### config.mk
export PLATFORM = sky130hd
export DESIGN_NAME = i2c_xfer_seq
export DESIGN_NICKNAME = d
export VERILOG_FILES = /design/src/rtl/i2c_xfer_seq.sv
export SDC_FILE = /design/constraint.sdc
export NUM_CORES = 1
export LEC_CHECK = 0
export CAP_MARGIN = 20
export CORE_MARGIN = 1.5
export CORE_UTILIZATION = 45
export CTS_CLUSTER_DIAMETER = 120
export DETAILED_ROUTE_END_ITERATION = 7
export GPL_TIMING_DRIVEN = 0
export PLACE_DENSITY_LB_ADDON = 0.15
export SLEW_MARGIN = 10
export SYNTH_ARGS = -nofsm -noshare
export SYNTH_HDL_FRONTEND = slang
export SYNTH_SLANG_ARGS = --single-unit
### constraint.sdc
create_clock -name clock -period 3.85 [get_ports clock]
set_input_delay 0.5775 -clock clock [delete_from_list [all_inputs] [get_ports clock]]
set_output_delay 0.5775 -clock clock [all_outputs]
set_load 0.02 [all_outputs]
### src/rtl/i2c_xfer_seq.sv
`timescale 1ns/1ps
// Byte-level I2C command sequencer in front of the M24C16 bit engine: decodes one
// command, steps the engine with a divided clock, and bounds each command with a timeout.
module i2c_xfer_seq #(
    parameter int DIV     = 2000,
    parameter int TIMEOUT = 400
) (
    input  logic       clock,
    input  logic       reset,
    input  logic [3:0] cmd,
    input  logic       cmd_valid,
    output logic       cmd_ready,
    input  logic [7:0] wdata,
    input  logic [2:0] dev_sel,
    output logic [7:0] rdata,
    output logic       done,
    output logic [1:0] status,
    output logic       eng_clock,
    output logic       eng_nreset,
    output logic [7:0] eng_write_byte,
    output logic       eng_read,
    output logic       eng_do_start,
    output logic       eng_expect_ack,
    output logic       eng_do_stop,
    input  logic       eng_finished,
    input  logic [7:0] eng_read_byte
);

    typedef enum logic [2:0] {IDLE, RUN, DONE, ABORT, ILL} state_t;

    localparam logic [15:0] DIV_RELOAD  = 16'(DIV - 1);
    localparam logic [15:0] EDGE_LIMIT  = 16'(TIMEOUT);

    localparam logic [3:0] CMD_DEVSEL_READ     = 4'd0;
    localparam logic [3:0] CMD_DEVSEL_WRITE    = 4'd1;
    localparam logic [3:0] CMD_SETADDR         = 4'd2;
    localparam logic [3:0] CMD_DATA_READ       = 4'd3;
    localparam logic [3:0] CMD_DATA_READ_STOP  = 4'd4;
    localparam logic [3:0] CMD_DATA_WRITE      = 4'd5;
    localparam logic [3:0] CMD_DATA_WRITE_STOP = 4'd6;

    state_t      state;
    logic [15:0] div_cnt;
    logic [15:0] edge_cnt;

    assign cmd_ready = (state == IDLE);

    // Completion is only taken while eng_clock is high, and it is tested before the
    // timeout so a finish landing on the last allowed edge still counts as success.
    always_ff @(posedge clock or posedge reset) begin
        if (reset) begin
            state          <= IDLE;
            done           <= 1'b0;
            status         <= 2'd0;
            rdata          <= 8'h00;
            eng_clock      <= 1'b0;
            eng_nreset     <= 1'b0;
            eng_write_byte <= 8'h00;
            eng_read       <= 1'b0;
            eng_do_start   <= 1'b0;
            eng_expect_ack <= 1'b0;
            eng_do_stop    <= 1'b0;
            div_cnt        <= 16'd0;
            edge_cnt       <= 16'd0;
        end else begin
            done <= 1'b0;
            case (state)
                IDLE: begin
                    if (cmd_valid) begin
                        if (cmd <= CMD_DATA_WRITE_STOP) begin
                            case (cmd)
                                CMD_DEVSEL_READ, CMD_DEVSEL_WRITE: begin
                                    eng_write_byte <= {4'b1010, dev_sel, (cmd == CMD_DEVSEL_READ)};
                                    eng_do_start   <= 1'b1;
                                    eng_expect_ack <= 1'b1;
                                    eng_do_stop    <= 1'b0;
                                    eng_read       <= 1'b0;
                                end
                                CMD_DATA_READ, CMD_DATA_READ_STOP: begin
                                    eng_write_byte <= 8'h00;
                                    eng_do_start   <= 1'b0;
                                    eng_expect_ack <= (cmd == CMD_DATA_READ);
                                    eng_do_stop    <= (cmd == CMD_DATA_READ_STOP);
                                    eng_read       <= 1'b1;
                                end
                                default: begin
                                    eng_write_byte <= wdata;
                                    eng_do_start   <= 1'b0;
                                    eng_expect_ack <= 1'b1;
                                    eng_do_stop    <= (cmd == CMD_DATA_WRITE_STOP);
                                    eng_read       <= 1'b0;
                                end
                            endcase
                            eng_clock  <= 1'b0;
                            eng_nreset <= 1'b1;
                            div_cnt    <= DIV_RELOAD;
                            edge_cnt   <= 16'd0;
                            state      <= RUN;
                        end else begin
                            state <= ILL;
                        end
                    end
                end
                RUN: begin
                    if (div_cnt == 16'd0) begin
                        if (eng_finished && eng_clock) begin
                            state <= DONE;
                        end else if (edge_cnt == EDGE_LIMIT) begin
                            state <= ABORT;
                        end else begin
                            eng_clock <= ~eng_clock;
                            edge_cnt  <= edge_cnt + 16'd1;
                            div_cnt   <= DIV_RELOAD;
                        end
                    end else begin
                        div_cnt <= div_cnt - 16'd1;
                    end
                end
                DONE: begin
                    if (eng_read) begin
                        rdata <= eng_read_byte;
                    end
                    status <= 2'd0;
                    done   <= 1'b1;
                    state  <= IDLE;
                end
                // Holding the engine in reset keeps a stuck transfer from resuming.
                ABORT: begin
                    eng_nreset <= 1'b0;
                    eng_clock  <= 1'b0;
                    status     <= 2'd1;
                    done       <= 1'b1;
                    state      <= IDLE;
                end
                ILL: begin
                    status <= 2'd2;
                    done   <= 1'b1;
                    state  <= IDLE;
                end
                default: state <= IDLE;
            endcase
        end
    end

endmodule

==> summary.txt <==
Power
  – Sw Ratio: 36.4%
  – Pwr/cell area: 534 nW/um^2
  – Sequential share of power: 42.6%
  – Switching pwr: 731 uW
  – Clock power frac: 22.8%
  – Worst VDD drop: 378 uV
  – Pint: 1280 uW
  – Leakage power total: 0.00157 uW
  – Combinational power share: 34.6%

Clocking
  – Max Root-Sink Buffers: 2
  – Post-cts resize count: 0
  – Post-CTS Setup Bufs: 0
  – H-tree Lvls: 3
  – Worst-skew pair later-pin latency: 0.34 ns
  – CTS Buf Count: 9
  – CTS Root Cell: clkbuf_8
  – CTS tree: yes
  – Sink Count: 60
  – Reg clk slew, reported paths: 0.06 ns
  – Hold-fix buffers at CTS: 0

Outcome
  – Status: complete, no violations

Floorplan
  – Ports: 53
  – Core ar.: 6390 um^2
  – Die area: 7150 um^2
  – Chip height: 84.5 um
  – FP Rows: 29
  – Starting Density: 46.8%
  – Die Width: 84.5 um

Routing
  – Initial DRC count: 152
  – Total number of vias: 2575
  – Vias/cell: 5.61
  – Routed wire length: 6.76 mm
  – DR DRC count: 0
  – WL per Instance: 14.7 um
  – DRT antenna net count: 0
  – Pre-antenna DRT Iters: 4

Placed design
  – Post-place setup slack: 0.749 ns
  – GPL Wtd Cong: 0.893
  – DPL Wire Length: 4.77 mm
  – Buffers on Ports: 52
  – Placed Instances: 443

Global routing
  – Number of global-route vias before repair: 2490
  – Largest net degree at the start of global routing: 61
  – First-pass GRT wire length: 11.6 mm
  – GRT Total Usage: 20.3%
  – Total grt overflow: 0
  – Initial antenna violation count: 0

Synthesis
  – Post-synthesis cell type count: 45
  – Ys async rst share: 100%
  – Most common flop cell mapped by yosys: dfrtp_1
  – Mean Syn Cell Area: 9.53 um^2
  – XOR/XNOR Fraction of Synth Area: 1.17%
  – Post-synth EDFFs: 0
  – Adder-cell share of the synthesized area: 1.67%
  – Compound-cell area share of the yosys netlist: 18.6%
  – Post-Syn Area: 2990 um^2
  – Sequential cell area fraction in the yosys report: 50.2%
  – Largest family of logic cells by synthesized area: simple AND/OR/NAND/NOR gates
  – Warnings, synthesis: 0
  – Post-Synth Simple-Gate Area: 21.2%
  – Synthesis-stage register bit count: 60
  – Mux share of post-synthesis cell area: 3.35%
  – Mapped Nets: 345
  – Syn Inst Count: 314

Timing
  – Max transition margin: 48.1%
  – Final setup fails: 0
  – RSZ-0062 raised after global routing: no
  – F_max: 363 MHz
  – Final hold violation count: 0
  – Setup ws final: 1.10 ns
  – Fin crit period: 2.75 ns
  – Pins Over Slew Limit: 0
  – Skew final: 0.00856 ns
  – Period utilization: 71.5%
  – Slew at the pin with the worst max-slew slack: 0.771 ns
  – Setup TNS: 0 ns

Finish
  – Layout cells sized above 1: 7.59%
  – Diode count: 0
  – Final #Nets: 409
  – Final core occ: 59.0%
  – Non-Filler Instances: 459
  – Area Growth Syn to Fin: 25.9%

Critical path
  – Setup CP Type: in -> reg
  – Nature of the critical path startpoint: primary input
  – WP data arrival: 3.02 ns
  – Crit path max-delay family: buffers and inverters
  – RR Endpoint: edge_cnt[14]
  – Critical path's slowest cell: clkdlybuf4s50_1
  – Worst path bufs/invs: 3
  – CP required: 4.12 ns
  – Worst path max stage delay: 0.56 ns
  – Flop-to-flop setup slack: 1.39 ns
  – Critical R2R Launch: edge_cnt[0]
  – Crit-path cells: clkdlybuf4s50_1 -> a31oi_1 -> and3_1 -> nor2_1 -> a21o_1 -> buf_6 -> clkbuf_1 -> o21ai_0 -> a21oi_1
  – Setup crit end kind: register
  – CP max FO: 10
  – FF-to-FF path depth: 10

Min path
  – Hold depth: 1
  – Hold Path Class: reg -> reg
  – Hold Path End: eng_do_start
  – HP Start: eng_do_start

Flow run
  – Max cap viols: 0
layout by cell type (no fill, tap or decap), types with 2 or more instances in the layout:
cell             instances
nor2_1                  25
inv_1                   18
xnor2_1                  3
a221o_1                  2
and2_1                   3
nand2b_1                 2
nor4_1                   5
and3_1                   2
ha_1                     4
a211o_1                  2
o21ai_0                 36
a222oi_1                 4
mux2_2                   8
a211oi_1                 2
o31ai_1                  9
a21oi_1                 19
a22o_1                   2
nand4_1                  7
nand2_1                 34
a21o_1                   4
nand3_1                  8
nor3b_1                  2
clkbuf_8                 9
nor3_1                  11
a31oi_1                  2
clkbuf_1                12
dfrtp_1                 60
o41ai_1                  2
clkinv_2                 3
or3_1                    7
clkdlybuf4s50_1         52
or4_1                    5
worst reg2reg max path, cell delays in order (launching register included):
cell	delay [ns]
dfrtp_1	0.44
inv_1	0.09
ha_1	0.15
nor3b_1	0.25
nand4_1	0.26
nand3_4	0.18
a21o_1	0.21
buf_6	0.16
clkbuf_1	0.37
o21ai_0	0.17
a21oi_1	0.14
per-layer routing:
| layer | GRT usage [%] | wire length, um |
|---|---|---|
| met5 | 0 | 0 |
| met4 | 6.45 | 46 |
| met3 | 6.69 | 200 |
| met2 | 32.3 | 3250 |
| met1 | 26.4 | 3270 |
area by class of cell:
type                       count  area [um^2]
fill                         564         2620
sequential                    60         1500
multi-input combinational    225         1370
tap                           77         96.3
clock buffer                  12          135
clock inverter                 3         15.0
inverter                      19         73.8
buffer                        10         45.0
timing repair buffer          53          526
power by group through the flow:
| stage | Sequential, uW | Combinational [uW] | Clock [uW] |
|---|---|---|---|
| after floorplan | 924 | 361 | 0 |
| after global placement | 862 | 686 | 0 |
| after detailed placement | 865 | 701 | 0 |
| after CTS | 856 | 703 | 478 |
| after global routing | 879 | 772 | 501 |
| final | 857 | 696 | 459 |
logic make-up after synthesis:
group | Yosys count
and+or+nand+nor | 119
AOI/OAI and AO/OA | 89
xor gates and xnor gates | 4
DFF | 60
buffers and inverters | 29
muxes | 9
adders and majority gates | 4
flip-flops by register name, summed over array words and instances, names as in the netlist:
register        cells
div_cnt            16
edge_cnt           16
eng_write_byte      8
rdata               8
state               3
status              2
done                1
eng_clock           1
eng_do_start        1
eng_do_stop         1
eng_expect_ack      1
eng_nreset          1
eng_read            1
stage by stage:
stage | cell area (um^2) | power (uW) | hold slack (ns)
6_report | 3770 | 2010 | 0.487
3_3_place_gp | 3610 | 1550 | 0.464
3_5_place_dp | 3610 | 1570 | 0.473
2_1_floorplan | 2990 | 1280 | 0.471
4_1_cts | 3760 | 2040 | 0.488
5_1_grt | 3770 | 2150 | 0.498
Yosys cell counts (all sizes together), types with 3 or more instances:
master   n  area [um^2]
a21o     4         30.0
a21oi   19         95.1
a222oi   4         40.0
and2     3         18.8
clkbuf   9         33.8
dfrtp   60         1500
ha       4         50.1
inv     19         71.3
mux2     8         90.1
nand2   34          128
nand3    9         57.6
nand4    7         43.8
nor2    25         93.8
nor3    11         55.1
nor3b    3         27.5
nor4     6         52.6
o21ai   36          180
o31ai    9         67.6
or3      7         43.8
or4      5         37.5
xnor2    3         26.3
how the worst max path moves through the flow:
stage,startpoint,endpoint,slack [ns],cells past startpoint
after floorplan,div_cnt[0],edge_cnt[9],1.67,9
after global routing,cmd[1],edge_cnt[3],0.90,9
after global placement,reset,edge_cnt[9],0.64,2
final,cmd[1],edge_cnt[14],1.10,9
after detailed placement,cmd[1],eng_write_byte[3],0.75,7
after CTS,cmd[1],eng_write_byte[3],1.09,7
(Power assumes the default switching activity.)
